--- src/rtl/eight_to_thirty_two.sv ---
// Byte-to-word deserializer: gathers four bytes (LSB first) after a start marker and emits a 32-bit word.
// Optional inter-byte idle timeout is enabled by defining EIGHT_TO_THIRTY_TWO_TIMEOUT_EN.
module eight_to_thirty_two #(
    parameter int TIMEOUT_CYCLES = 16
) (
    input  logic        div_8_clk,
    input  logic        rst_n,
    input  logic        rx_start,
    input  logic        byte_valid,
    input  logic [7:0]  data_in,
    output logic [31:0] data_out,
    output logic        word_valid,
    output logic        busy,
    output logic        frame_err,
    output logic [7:0]  words_rx
);

    // State name is the index of the next byte expected
    typedef enum logic [1:0] {IDLE, B1, B2, B3} state_t;

    state_t      state_q, state_d;
    logic [23:0] buf_q, buf_d;
    logic [31:0] data_out_q, data_out_d;
    logic        word_valid_q, word_valid_d;
    logic        frame_err_q, frame_err_d;
    logic [7:0]  words_rx_q, words_rx_d;

`ifdef EIGHT_TO_THIRTY_TWO_TIMEOUT_EN
    localparam int CNT_W = $clog2(TIMEOUT_CYCLES + 1);
    localparam logic [CNT_W-1:0] CNT_LAST = CNT_W'(TIMEOUT_CYCLES - 1);
    logic [CNT_W-1:0] idle_cnt_q, idle_cnt_d;
`else
    logic unused_timeout_cfg;
    assign unused_timeout_cfg = ^TIMEOUT_CYCLES;
`endif

    always_comb begin
        state_d      = state_q;
        buf_d        = buf_q;
        data_out_d   = data_out_q;
        word_valid_d = 1'b0;
        frame_err_d  = 1'b0;
        words_rx_d   = words_rx_q;

        if (byte_valid && rx_start) begin
            // A start byte always begins a fresh word; mid-word it is a resync
            if (state_q != IDLE) begin
                frame_err_d = 1'b1;
            end
            buf_d   = {16'h0000, data_in};
            state_d = B1;
        end else if (byte_valid) begin
            case (state_q)
                B1: begin
                    buf_d[15:8] = data_in;
                    state_d     = B2;
                end
                B2: begin
                    buf_d[23:16] = data_in;
                    state_d      = B3;
                end
                B3: begin
                    data_out_d   = {data_in, buf_q};
                    word_valid_d = 1'b1;
                    words_rx_d   = words_rx_q + 8'd1;
                    state_d      = IDLE;
                end
                default: ;
            endcase
        end

`ifdef EIGHT_TO_THIRTY_TWO_TIMEOUT_EN
        idle_cnt_d = idle_cnt_q;
        if (state_d == IDLE || byte_valid) begin
            idle_cnt_d = '0;
        end else if (idle_cnt_q == CNT_LAST) begin
            // Last tolerated idle cycle: abandon the partial word
            state_d     = IDLE;
            buf_d       = '0;
            frame_err_d = 1'b1;
            idle_cnt_d  = '0;
        end else begin
            idle_cnt_d = idle_cnt_q + 1'b1;
        end
`endif
    end

    always_ff @(posedge div_8_clk or negedge rst_n) begin
        if (!rst_n) begin
            state_q      <= IDLE;
            buf_q        <= '0;
            data_out_q   <= '0;
            word_valid_q <= 1'b0;
            frame_err_q  <= 1'b0;
            words_rx_q   <= '0;
`ifdef EIGHT_TO_THIRTY_TWO_TIMEOUT_EN
            idle_cnt_q   <= '0;
`endif
        end else begin
            state_q      <= state_d;
            buf_q        <= buf_d;
            data_out_q   <= data_out_d;
            word_valid_q <= word_valid_d;
            frame_err_q  <= frame_err_d;
            words_rx_q   <= words_rx_d;
`ifdef EIGHT_TO_THIRTY_TWO_TIMEOUT_EN
            idle_cnt_q   <= idle_cnt_d;
`endif
        end
    end

    assign data_out   = data_out_q;
    assign word_valid = word_valid_q;
    assign frame_err  = frame_err_q;
    assign words_rx   = words_rx_q;
    assign busy       = (state_q != IDLE);

endmodule

--- config.mk ---
export PLATFORM = sky130hd
export DESIGN_NAME = eight_to_thirty_two
export DESIGN_NICKNAME = d
export VERILOG_FILES = /design/src/rtl/eight_to_thirty_two.sv
export SDC_FILE = /design/constraint.sdc
export NUM_CORES = 1
export LEC_CHECK = 0
export ABC_AREA = 1
export CAP_MARGIN = 15
export CORE_MARGIN = 4
export CORE_UTILIZATION = 40
export DETAILED_ROUTE_END_ITERATION = 10
export SLEW_MARGIN = 40
export SYNTH_ARGS = -nofsm -noshare
export SYNTH_HDL_FRONTEND = slang
export SYNTH_SLANG_ARGS = --single-unit
--- constraint.sdc ---
create_clock -name div_8_clk -period 2.45 [get_ports div_8_clk]
set_input_delay 0.245 -clock div_8_clk [delete_from_list [all_inputs] [get_ports div_8_clk]]
set_output_delay 0.245 -clock div_8_clk [all_outputs]
set_load 0.05 [all_outputs]
==> flow_summary.ini <==
[clock_tree]
clock_latency_ns = 0.32
cts_tree = yes
cts_buffer_depth = 2
h-tree-depth = 3
clkSinkCount = 68
cts_inserted_buffers = 9
cts-root-buf = clkbuf_8
post-cts-setup-buffer-count = 0
path_clk_slew_ns = 0.07

[detailed_routing]
wire_per_inst_um = 13.0
drt_iter0_markers = 96
wirelength_um = 5720
vias = 2059
drc = 0
dr.pass1.iters = 4
vias_per_cell = 4.67
ant_nets = 0

[floorplanning]
start_util_pct = 42.1
dieArea_um2 = 8180
die_y_um = 90.4
row_count = 29
die_w_um = 90.4
ios = 55
core_area_um2 = 6460

[yosys]
synth_edf_count = 0
synthTopCellsByCount = nand2_1, dfrtp_1, o21ai_0
seq_area_frac_synth_pct = 62.6
ys_seq_elements = 68
synth_area_um2 = 2720
ys_warn_count = 0
yosysMostFrequentCell = nand2_1
synthTopCellsByArea = dfrtp_1, nand2_1, o21ai_0
synth_flop_cell = dfrtp_1
synth_top_cell_by_area = dfrtp_1
syn_area_per_cell_um2 = 9.12
syn_nets = 315
synthCells = 298
async_flop_share_pct = 100
synth_cell_types = 17
synth_top_area_share_pct = 62.6

[global_route]
grt_pass1_vias = 2063
grt_max_degree = 38
grt_pass1_wl_um = 9670
grt.total_usage_pct = 14.9
grt_antenna_before_repair = 0
gr-total-overflow = 0

[setup_path]
worstSetupPathType = flip-flop to output pin
cp_data_required_time_ns = 2.20
cp-start-kind = flip-flop
endpoint_kind = output pin
path_max_fanout = 4
timing.critical_path.arrival_ns = 1.87

[timing]
slew_headroom_pct = 65.5
period_share_pct = 86.5
hold_violations = 0
finalMaxSlewViolations = 0
fin_setup_tns_ns = 0
min_period_ns = 2.12
fin_worst_skew_ns = 0.00645
layout_setup_ws_ns = 0.330
tightest_slew_ns = 0.515
finalSetupViolCount = 0
rsz0062_at_grt = false
max_freq_mhz = 472

[power]
leakagePower_uw = 0.00180
p_per_area_nw_per_um2 = 1370
totalPowerFinal_uw = 4880
vdd_drop_max_mv = 0.666

[worst_hold_path]
hp-class = input pin to async pin

[cells_and_area]
areaGrowthSynthToFinish_pct = 31.0
insertedDiodeCount = 0
drive_above_1_share_pct = 7.14
nets = 377

[placement]
portBuffers = 54
place_worst_setup_slack_ns = 0.519
place_congestion = 0.757
dp_hpwl_um = 4090

[outcome]
outcome = complete, no violations

[job]
max_cap_viol_count = 0
-- stage by stage --
step	utilization [%]	instances	hold WS (ns)	area [µm²]
detailed placement	51.8	425	0.236	3350
floorplan	-	298	-0.0506	2720
global route	55.2	441	0.453	3560
CTS	55.2	441	0.421	3560
global placement	51.8	425	0.396	3340
finish	55.2	441	0.413	3560
-- sequential cells by signal, summed over array words and instances (netlist names) --
name        count
buf_q          24
word_valid      1
frame_err       1
state_q         2
data_out       32
words_rx        8
-- cell families after synthesis --
logic type | share of synthesized area (%)
buf+inv | 5.61
xor+xnor | 1.29
flops | 62.6
simple gates | 21.2
fa+ha+maj | 2.30
compound gates | 6.99
-- where the power goes --
| part | switching (µW) | internal, µW |
|---|---|---|
| clock | 403 | 565 |
| combinational | 1470 | 703 |
| sequential | 240 | 1500 |
| total | 2110 | 2770 |
-- layout by cell type (no fill, tap or decap), drive strengths merged --
cell type / n
a21oi: 2
buf: 9
bufinv: 2
clkbuf: 10
clkdlybuf4s50: 53
clkinv: 2
clkinvlp: 1
dfrtp: 68
dlygate4sd3: 1
ha: 5
inv: 23
nand2: 132
nand3: 9
nor2: 7
o21ai: 36
xnor2: 1
xor2: 3
-- cell type report --
cell class | count | area [µm²]
Fill cell | 613 | 2900
Sequential cell | 68 | 1700
Multi-Input combinational cell | 195 | 865
Timing Repair Buffer | 63 | 608
Clock buffer | 10 | 128
Tap cell | 77 | 96.3
Inverter | 23 | 86.3
Clock inverter | 5 | 77.6
-- worst max-delay path: stages (launching register included) --
cell	delay (ns)
dfrtp_1	0.40
inv_1	0.08
ha_1	0.22
inv_1	0.06
clkdlybuf4s50_1	0.79
-- path summary, 6_finish.rpt --
check                            from  cells after the start      endpoint  slack, ns
max                        state_q[0]                      4          busy       0.33
min in group div_8_clk       buf_q[0]                      2   data_out[0]       0.47
max in group asynchronous       rst_n                      3      buf_q[9]       1.44
min                             rst_n                      2    state_q[0]       0.41
max reg2reg                state_q[0]                      6  data_out[20]       0.81
min reg2reg                  buf_q[0]                      2   data_out[0]       0.47
-- what timing repair did --
action / in CTS / in global routing
endpoints found under the setup margin: 0 / 0
hold buffers: 1 / 0
gates resized for setup: 0 / 0
hold endpoints to repair: 35 / 0
-- routing by layer --
metal,wire length [µm],vias to the layer above,track usage (%)
met2,2750,36,24.6
met5,0,-,0
li1,-,1044,-
met3,232,6,3.83
met1,2670,973,18.4
met4,60,0,6.63
(Power assumes the default switching activity.)
